`src/rtl/time_pkg.sv`:
```
// Shared widths, field limits and Gregorian calendar helpers for the
// real-time clock and its consumers.
package time_pkg;

    localparam int YEAR_W  = 16;
    localparam int MONTH_W = 6;
    localparam int FIELD_W = 11;

    localparam logic [FIELD_W-1:0] SEC_MAX   = 11'd59;
    localparam logic [FIELD_W-1:0] MIN_MAX   = 11'd59;
    localparam logic [FIELD_W-1:0] HOUR_MAX  = 11'd23;
    localparam logic [FIELD_W-1:0] WEEK_MAX  = 11'd7;
    localparam logic [YEAR_W-1:0]  YEAR_MAX  = 16'd9999;
    localparam logic [MONTH_W-1:0] MONTH_MAX = 6'd12;

    function automatic logic is_leap(input logic [YEAR_W-1:0] y);
        logic div4, div100, div400;
        div4   = (y % 16'd4)   == 16'd0;
        div100 = (y % 16'd100) == 16'd0;
        div400 = (y % 16'd400) == 16'd0;
        return (div4 && !div100) || div400;
    endfunction

    function automatic logic [FIELD_W-1:0] days_in_month(
        input logic [MONTH_W-1:0] m,
        input logic [YEAR_W-1:0]  y
    );
        logic [FIELD_W-1:0] len;
        case (m)
            6'd2:                    len = is_leap(y) ? 11'd29 : 11'd28;
            6'd4, 6'd6, 6'd9, 6'd11: len = 11'd30;
            default:                 len = 11'd31;
        endcase
        return len;
    endfunction

endpackage

```
`src/rtl/time_keeper_tick_divider.sv`:
```
// Divides the system clock down to a one-cycle tick every CLK_HZ cycles.
// The count freezes while en is low so a paused second resumes where it stopped.
module tick_divider #(
    parameter int CLK_HZ = 50_000_000
) (
    input  logic clk,
    input  logic rst,
    input  logic en,
    input  logic clr,
    output logic tick
);

    localparam logic [31:0] TERM = 32'(CLK_HZ - 1);

    logic [31:0] count;

    assign tick = en && !clr && (count == TERM);

    always_ff @(posedge clk) begin
        if (rst) begin
            count <= '0;
        end else if (clr) begin
            count <= '0;
        end else if (en) begin
            count <= tick ? 32'd0 : count + 32'd1;
        end
    end

endmodule

```
`src/rtl/time_keeper.sv`:
```
// Real-time clock/calendar: 1 Hz advance through a full Gregorian carry chain,
// with a sanitising bulk load from the settings logic.
module time_keeper
    import time_pkg::*;
#(
    parameter int CLK_HZ   = 50_000_000,
    parameter int RST_YEAR = 2000,
    parameter int RST_WEEK = 6
) (
    input  logic                 clk,
    input  logic                 rst,
    input  logic                 run,
    input  logic                 load,
    input  logic [YEAR_W-1:0]    load_year,
    input  logic [MONTH_W-1:0]   load_month,
    input  logic [FIELD_W-1:0]   load_day,
    input  logic [FIELD_W-1:0]   load_hour,
    input  logic [FIELD_W-1:0]   load_minute,
    input  logic [FIELD_W-1:0]   load_second,
    input  logic [FIELD_W-1:0]   load_week,
    output logic [YEAR_W-1:0]    year,
    output logic [MONTH_W-1:0]   month,
    output logic [FIELD_W-1:0]   day,
    output logic [FIELD_W-1:0]   hour,
    output logic [FIELD_W-1:0]   minute,
    output logic [FIELD_W-1:0]   second,
    output logic [FIELD_W-1:0]   week,
    output logic                 sec_tick
);

    logic tick;

    tick_divider #(.CLK_HZ(CLK_HZ)) u_div (
        .clk  (clk),
        .rst  (rst),
        .en   (run),
        .clr  (load),
        .tick (tick)
    );

    // Carry chain: each field rolls only when every faster field is at its limit.
    logic               c_min, c_hour, c_day, c_month, c_year;
    logic [FIELD_W-1:0] dim_cur;

    assign dim_cur = days_in_month(month, year);
    assign c_min   = (second == SEC_MAX);
    assign c_hour  = c_min   && (minute == MIN_MAX);
    assign c_day   = c_hour  && (hour == HOUR_MAX);
    assign c_month = c_day   && (day == dim_cur);
    assign c_year  = c_month && (month == MONTH_MAX);

    logic [YEAR_W-1:0]  nxt_year;
    logic [MONTH_W-1:0] nxt_month;
    logic [FIELD_W-1:0] nxt_day, nxt_hour, nxt_minute, nxt_second, nxt_week;

    always_comb begin
        nxt_year   = year;
        nxt_month  = month;
        nxt_day    = day;
        nxt_hour   = hour;
        nxt_minute = minute;
        nxt_week   = week;
        nxt_second = c_min ? '0 : second + FIELD_W'(1);
        if (c_min)   nxt_minute = (minute == MIN_MAX) ? '0 : minute + FIELD_W'(1);
        if (c_hour)  nxt_hour   = (hour == HOUR_MAX) ? '0 : hour + FIELD_W'(1);
        if (c_day) begin
            nxt_day  = (day == dim_cur) ? FIELD_W'(1) : day + FIELD_W'(1);
            nxt_week = (week == WEEK_MAX) ? FIELD_W'(1) : week + FIELD_W'(1);
        end
        if (c_month) nxt_month = (month == MONTH_MAX) ? MONTH_W'(1) : month + MONTH_W'(1);
        if (c_year)  nxt_year  = (year == YEAR_MAX) ? YEAR_W'(1) : year + YEAR_W'(1);
    end

    // Load sanitising: day clamp depends on the already-clamped month and year.
    logic [YEAR_W-1:0]  s_year;
    logic [MONTH_W-1:0] s_month;
    logic [FIELD_W-1:0] s_day, s_hour, s_minute, s_second, s_week, s_dim;

    always_comb begin
        s_month = load_month;
        if (load_month == '0)            s_month = MONTH_W'(1);
        else if (load_month > MONTH_MAX) s_month = MONTH_MAX;
        s_year = load_year;
        if (load_year == '0)             s_year = YEAR_W'(1);
        else if (load_year > YEAR_MAX)   s_year = YEAR_MAX;
        s_dim = days_in_month(s_month, s_year);
        s_day = load_day;
        if (load_day == '0)              s_day = FIELD_W'(1);
        else if (load_day > s_dim)       s_day = s_dim;
        s_hour   = (load_hour > HOUR_MAX)  ? HOUR_MAX : load_hour;
        s_minute = (load_minute > MIN_MAX) ? MIN_MAX  : load_minute;
        s_second = (load_second > SEC_MAX) ? SEC_MAX  : load_second;
        s_week   = (load_week == '0 || load_week > WEEK_MAX) ? FIELD_W'(1) : load_week;
    end

    always_ff @(posedge clk) begin
        if (rst) begin
            year     <= YEAR_W'(RST_YEAR);
            month    <= MONTH_W'(1);
            day      <= FIELD_W'(1);
            hour     <= '0;
            minute   <= '0;
            second   <= '0;
            week     <= FIELD_W'(RST_WEEK);
            sec_tick <= 1'b0;
        end else if (load) begin
            year     <= s_year;
            month    <= s_month;
            day      <= s_day;
            hour     <= s_hour;
            minute   <= s_minute;
            second   <= s_second;
            week     <= s_week;
            sec_tick <= 1'b0;
        end else if (tick) begin
            year     <= nxt_year;
            month    <= nxt_month;
            day      <= nxt_day;
            hour     <= nxt_hour;
            minute   <= nxt_minute;
            second   <= nxt_second;
            week     <= nxt_week;
            sec_tick <= 1'b1;
        end else begin
            sec_tick <= 1'b0;
        end
    end

endmodule

```
`config.mk`:
```
export PLATFORM = sky130hd
export DESIGN_NAME = time_keeper
export DESIGN_NICKNAME = d
export VERILOG_FILES = /design/src/rtl/time_pkg.sv /design/src/rtl/time_keeper_tick_divider.sv /design/src/rtl/time_keeper.sv
export SDC_FILE = /design/constraint.sdc
export NUM_CORES = 1
export LEC_CHECK = 0
export CORE_MARGIN = 2
export CORE_UTILIZATION = 60
export CTS_BUF_LIST = sky130_fd_sc_hd__clkbuf_4 sky130_fd_sc_hd__clkbuf_8
export DETAILED_ROUTE_END_ITERATION = 6
export PLACE_DENSITY = 0.95
export REMOVE_ABC_BUFFERS = 1
export SYNTH_ARGS = -nofsm -noshare
export SYNTH_HDL_FRONTEND = slang
export SYNTH_HIERARCHICAL = 1
export SYNTH_SLANG_ARGS = --single-unit
```
`constraint.sdc`:
```
create_clock -name clk -period 16.25 [get_ports clk]
set_input_delay 4.0625 -clock clk [delete_from_list [all_inputs] [get_ports clk]]
set_output_delay 4.0625 -clock clk [all_outputs]
set_load 0.02 [all_outputs]
```
==> results.json <==
{
  "port_buffers": 158,
  "whs_endpoint": "u_div/count[23]$_SDFFE_PP0P_",
  "std_cell_rows": 47,
  "regArea_mm2": 0.00220,
  "async_flop_share": 0,
  "cts_tree": "yes",
  "maxSlewViolCount": 0,
  "cts_root_buf": "clkbuf_8",
  "finalSetupViolCount": 0,
  "rr_worst_depth": 23,
  "path_clk_slew_ps": 110,
  "r2r_end": "year[1]$_SDFFE_PP0P_",
  "path_max_fanout": 7,
  "drv_cap": 0,
  "drc": 0,
  "tns_ps": 0,
  "grt_pass1_vias": 11000,
  "vias_per_cell": 6.91,
  "synth_top_area_frac": 0.216,
  "vdd_drop_max_v": 0.0000501,
  "worstHoldPathCells": 2,
  "worstPathRequired_ps": 16530,
  "fin_util": 0.720,
  "ys_top_cells_by_area": "dfxtp_1, nor2_1, a21oi_1",
  "routed_wl_um": 31800,
  "fillCellCount": 1322,
  "insertion_delay_ps": 400,
  "worstSetupPathType": "input port to flip-flop",
  "post-cts-setup-buffer-count": 0,
  "clock_skew_ps": 13.3,
  "place_ws_ps": 3470,
  "antenna_found_initial": 0,
  "clock_path_buffers": 2,
  "ys_types": 106,
  "netlist_top_cells_count": "nor2_1, nand2_1, dfxtp_1, a21oi_1, o21ai_0",
  "p_int_uw": 501,
  "dp_hpwl_um": 22900,
  "placed_area_mm2": 0.0117,
  "switching_share": 0.422,
  "multi_input_area_mm2": 0.00747,
  "pwr-share-seq": 0.339,
  "ant_nets": 0,
  "synth-seq-cells": 110,
  "first_pass_iters": 6,
  "avgSynthCellArea_um2": 7.14,
  "rsz0062_at_grt": "no",
  "reg2reg_slack_ps": 7400,
  "ioPinCount": 159,
  "tightest_slew_ps": 1100,
  "status": "finished clean",
  "gp_congestion": 0.932,
  "power.leakage_uw": 0.00402,
  "cts_sinks": 110,
  "synth.most_common_cell": "nor2_1",
  "crit_slowest_cell": "nor4b_1",
  "synthCells": 1425,
  "fmax_ghz": 0.0795,
  "drt_iter0_drc": 1635,
  "rr_startpoint": "year[14]$_SDFFE_PP0P_",
  "ctsResizeCount": 0,
  "synth_flop_cell": "dfxtp_1",
  "htree_levels": 3,
  "ys_warn_count": 6,
  "dr_total_vias": 12100,
  "finalHoldViolCount": 0,
  "p_per_area_mw_per_mm2": 72.6,
  "drive_above_1_share": 0.0530,
  "min_path_type": "flip-flop to flip-flop",
  "final_cell_area_mm2": 0.0119,
  "finalWorstPathRequiredPeriod_ps": 12580,
  "power_frac_clock": 0.200,
  "final_nets": 1620,
  "synth_top_cell_by_area": "dfxtp_1",
  "max_stage_delay_ps": 760,
  "worst_ep_arrival_time_ps": 12860,
  "end_kind": "flip-flop",
  "worstSetupStartpointType": "input port",
  "die-area_mm2": 0.0180,
  "hold_buffers": 0,
  "seq_area_frac_synth": 0.216,
  "grt_pass1_wl_um": 52400,
  "syn_area_mm2": 0.0102,
  "cts_buffers": 9,
  "initial_core_util": 0.614,
  "p_sw_uw": 366,
  "die-height_um": 134,
  "overflow": 0,
  "coreArea_mm2": 0.0166,
  "fin_crit_sh": 0.774,
  "diodes": 0,
  "track_usage": 0.340,
  "wl_per_cell_um": 18.2,
  "fin_ws_ps": 3670,
  "p_comb_frac": 0.461,
  "slew_headroom": 0.269,
  "worstHoldStart": "u_div/count[23]$_SDFFE_PP0P_",
  "fp.dieW_um": 134,
  "synth_edf_count": 0,
  "grt_max_degree": 71,
  "area_growth_pct": 17.3,
  "cp_common_cell": "a21oi_1"
}
[worst max-delay path: cells and delay by family]
kind | cells | cell delay (ps)
simple gates | 10 | 3660
fa+ha+maj | 2 | 470
compound gates | 17 | 4030
buf+inv | 2 | 610
[registers in the layout, indices dropped and copies added, names as in the netlist]
| signal | cells |
|---|---|
| minute | 11 |
| sec_tick | 1 |
| month | 6 |
| u_div/count | 32 |
| week | 11 |
| year | 16 |
| day | 11 |
| hour | 11 |
| second | 11 |
[through the flow]
| stage | hold WS, ps | instances | total power, uW |
|---|---|---|---|
| after floorplan | 448 | 1346 | 572 |
| after global placement | 463 | 1732 | 671 |
| after detailed placement | 470 | 1732 | 683 |
| after CTS | 488 | 1748 | 854 |
| after global routing | 527 | 1748 | 912 |
| final | 486 | 1748 | 866 |
[final cells by class]
| cell class | count | area share |
|---|---|---|
| Clock buffer | 10 | 0.0115 |
| Tap cell | 220 | 0.0231 |
| Sequential cell | 110 | 0.184 |
| Multi-Input combinational cell | 1194 | 0.626 |
| Inverter | 42 | 0.0132 |
| Clock inverter | 6 | 0.00524 |
| Timing Repair Buffer | 166 | 0.137 |
[routing by layer]
metal | up-vias | track usage | share of wire
met5 | - | 0 | 0
met4 | 0 | 0.104 | 0.024
met3 | 78 | 0.0484 | 0.087
met2 | 685 | 0.569 | 0.47
met1 | 5649 | 0.452 | 0.42
li1 | 5669 | - | -
[power by group through the flow]
stage,logic [uW],registers [uW],clock network (uW)
2_1_floorplan,269,304,0
3_3_place_gp,373,298,0
3_5_place_dp,384,299,0
4_1_cts,387,293,174
5_1_grt,435,295,181
6_report,400,294,173
[worst max path at each step]
stage             startpoint                   to  slack, ps  cells past startpoint
2_1_floorplan  load_year[15]  day[2]$_SDFFE_PP0P_       4880                     29
3_3_place_gp   load_year[12]  day[2]$_SDFFE_PP0P_       3740                     31
3_5_place_dp   load_year[12]  day[4]$_SDFFE_PP0P_       3470                     31
4_1_cts        load_year[12]  day[4]$_SDFFE_PP0P_       3830                     31
5_1_grt         load_year[7]  day[3]$_SDFFE_PP0P_       2920                     30
6_report       load_year[12]  day[4]$_SDFFE_PP0P_       3670                     31
[cells by family after synthesis]
kind of cell             count (synthesis)  share of synthesized area
multiplexers                            11                     0.0112
AO/OA/AOI/OAI                          491                      0.335
buffers and inverters                  121                     0.0498
adder cells (fa/ha/maj)                 18                     0.0216
flip-flops                             110                      0.216
XOR/XNOR                                46                     0.0396
AND/OR/NAND/NOR                        628                      0.326
[placed cells by master, fill, tap and decap left out, drive strengths merged, types with 28 or more instances in the layout]
master and count:
nand2 116, dfxtp 110, o21ai 116, nand3 73, or4 29, a21oi 103, and3 32, clkdlybuf4s50 156
inv 45, nor2 147, nor4 28, nor3 58, o31ai 30
(Power assumes the default switching activity.)
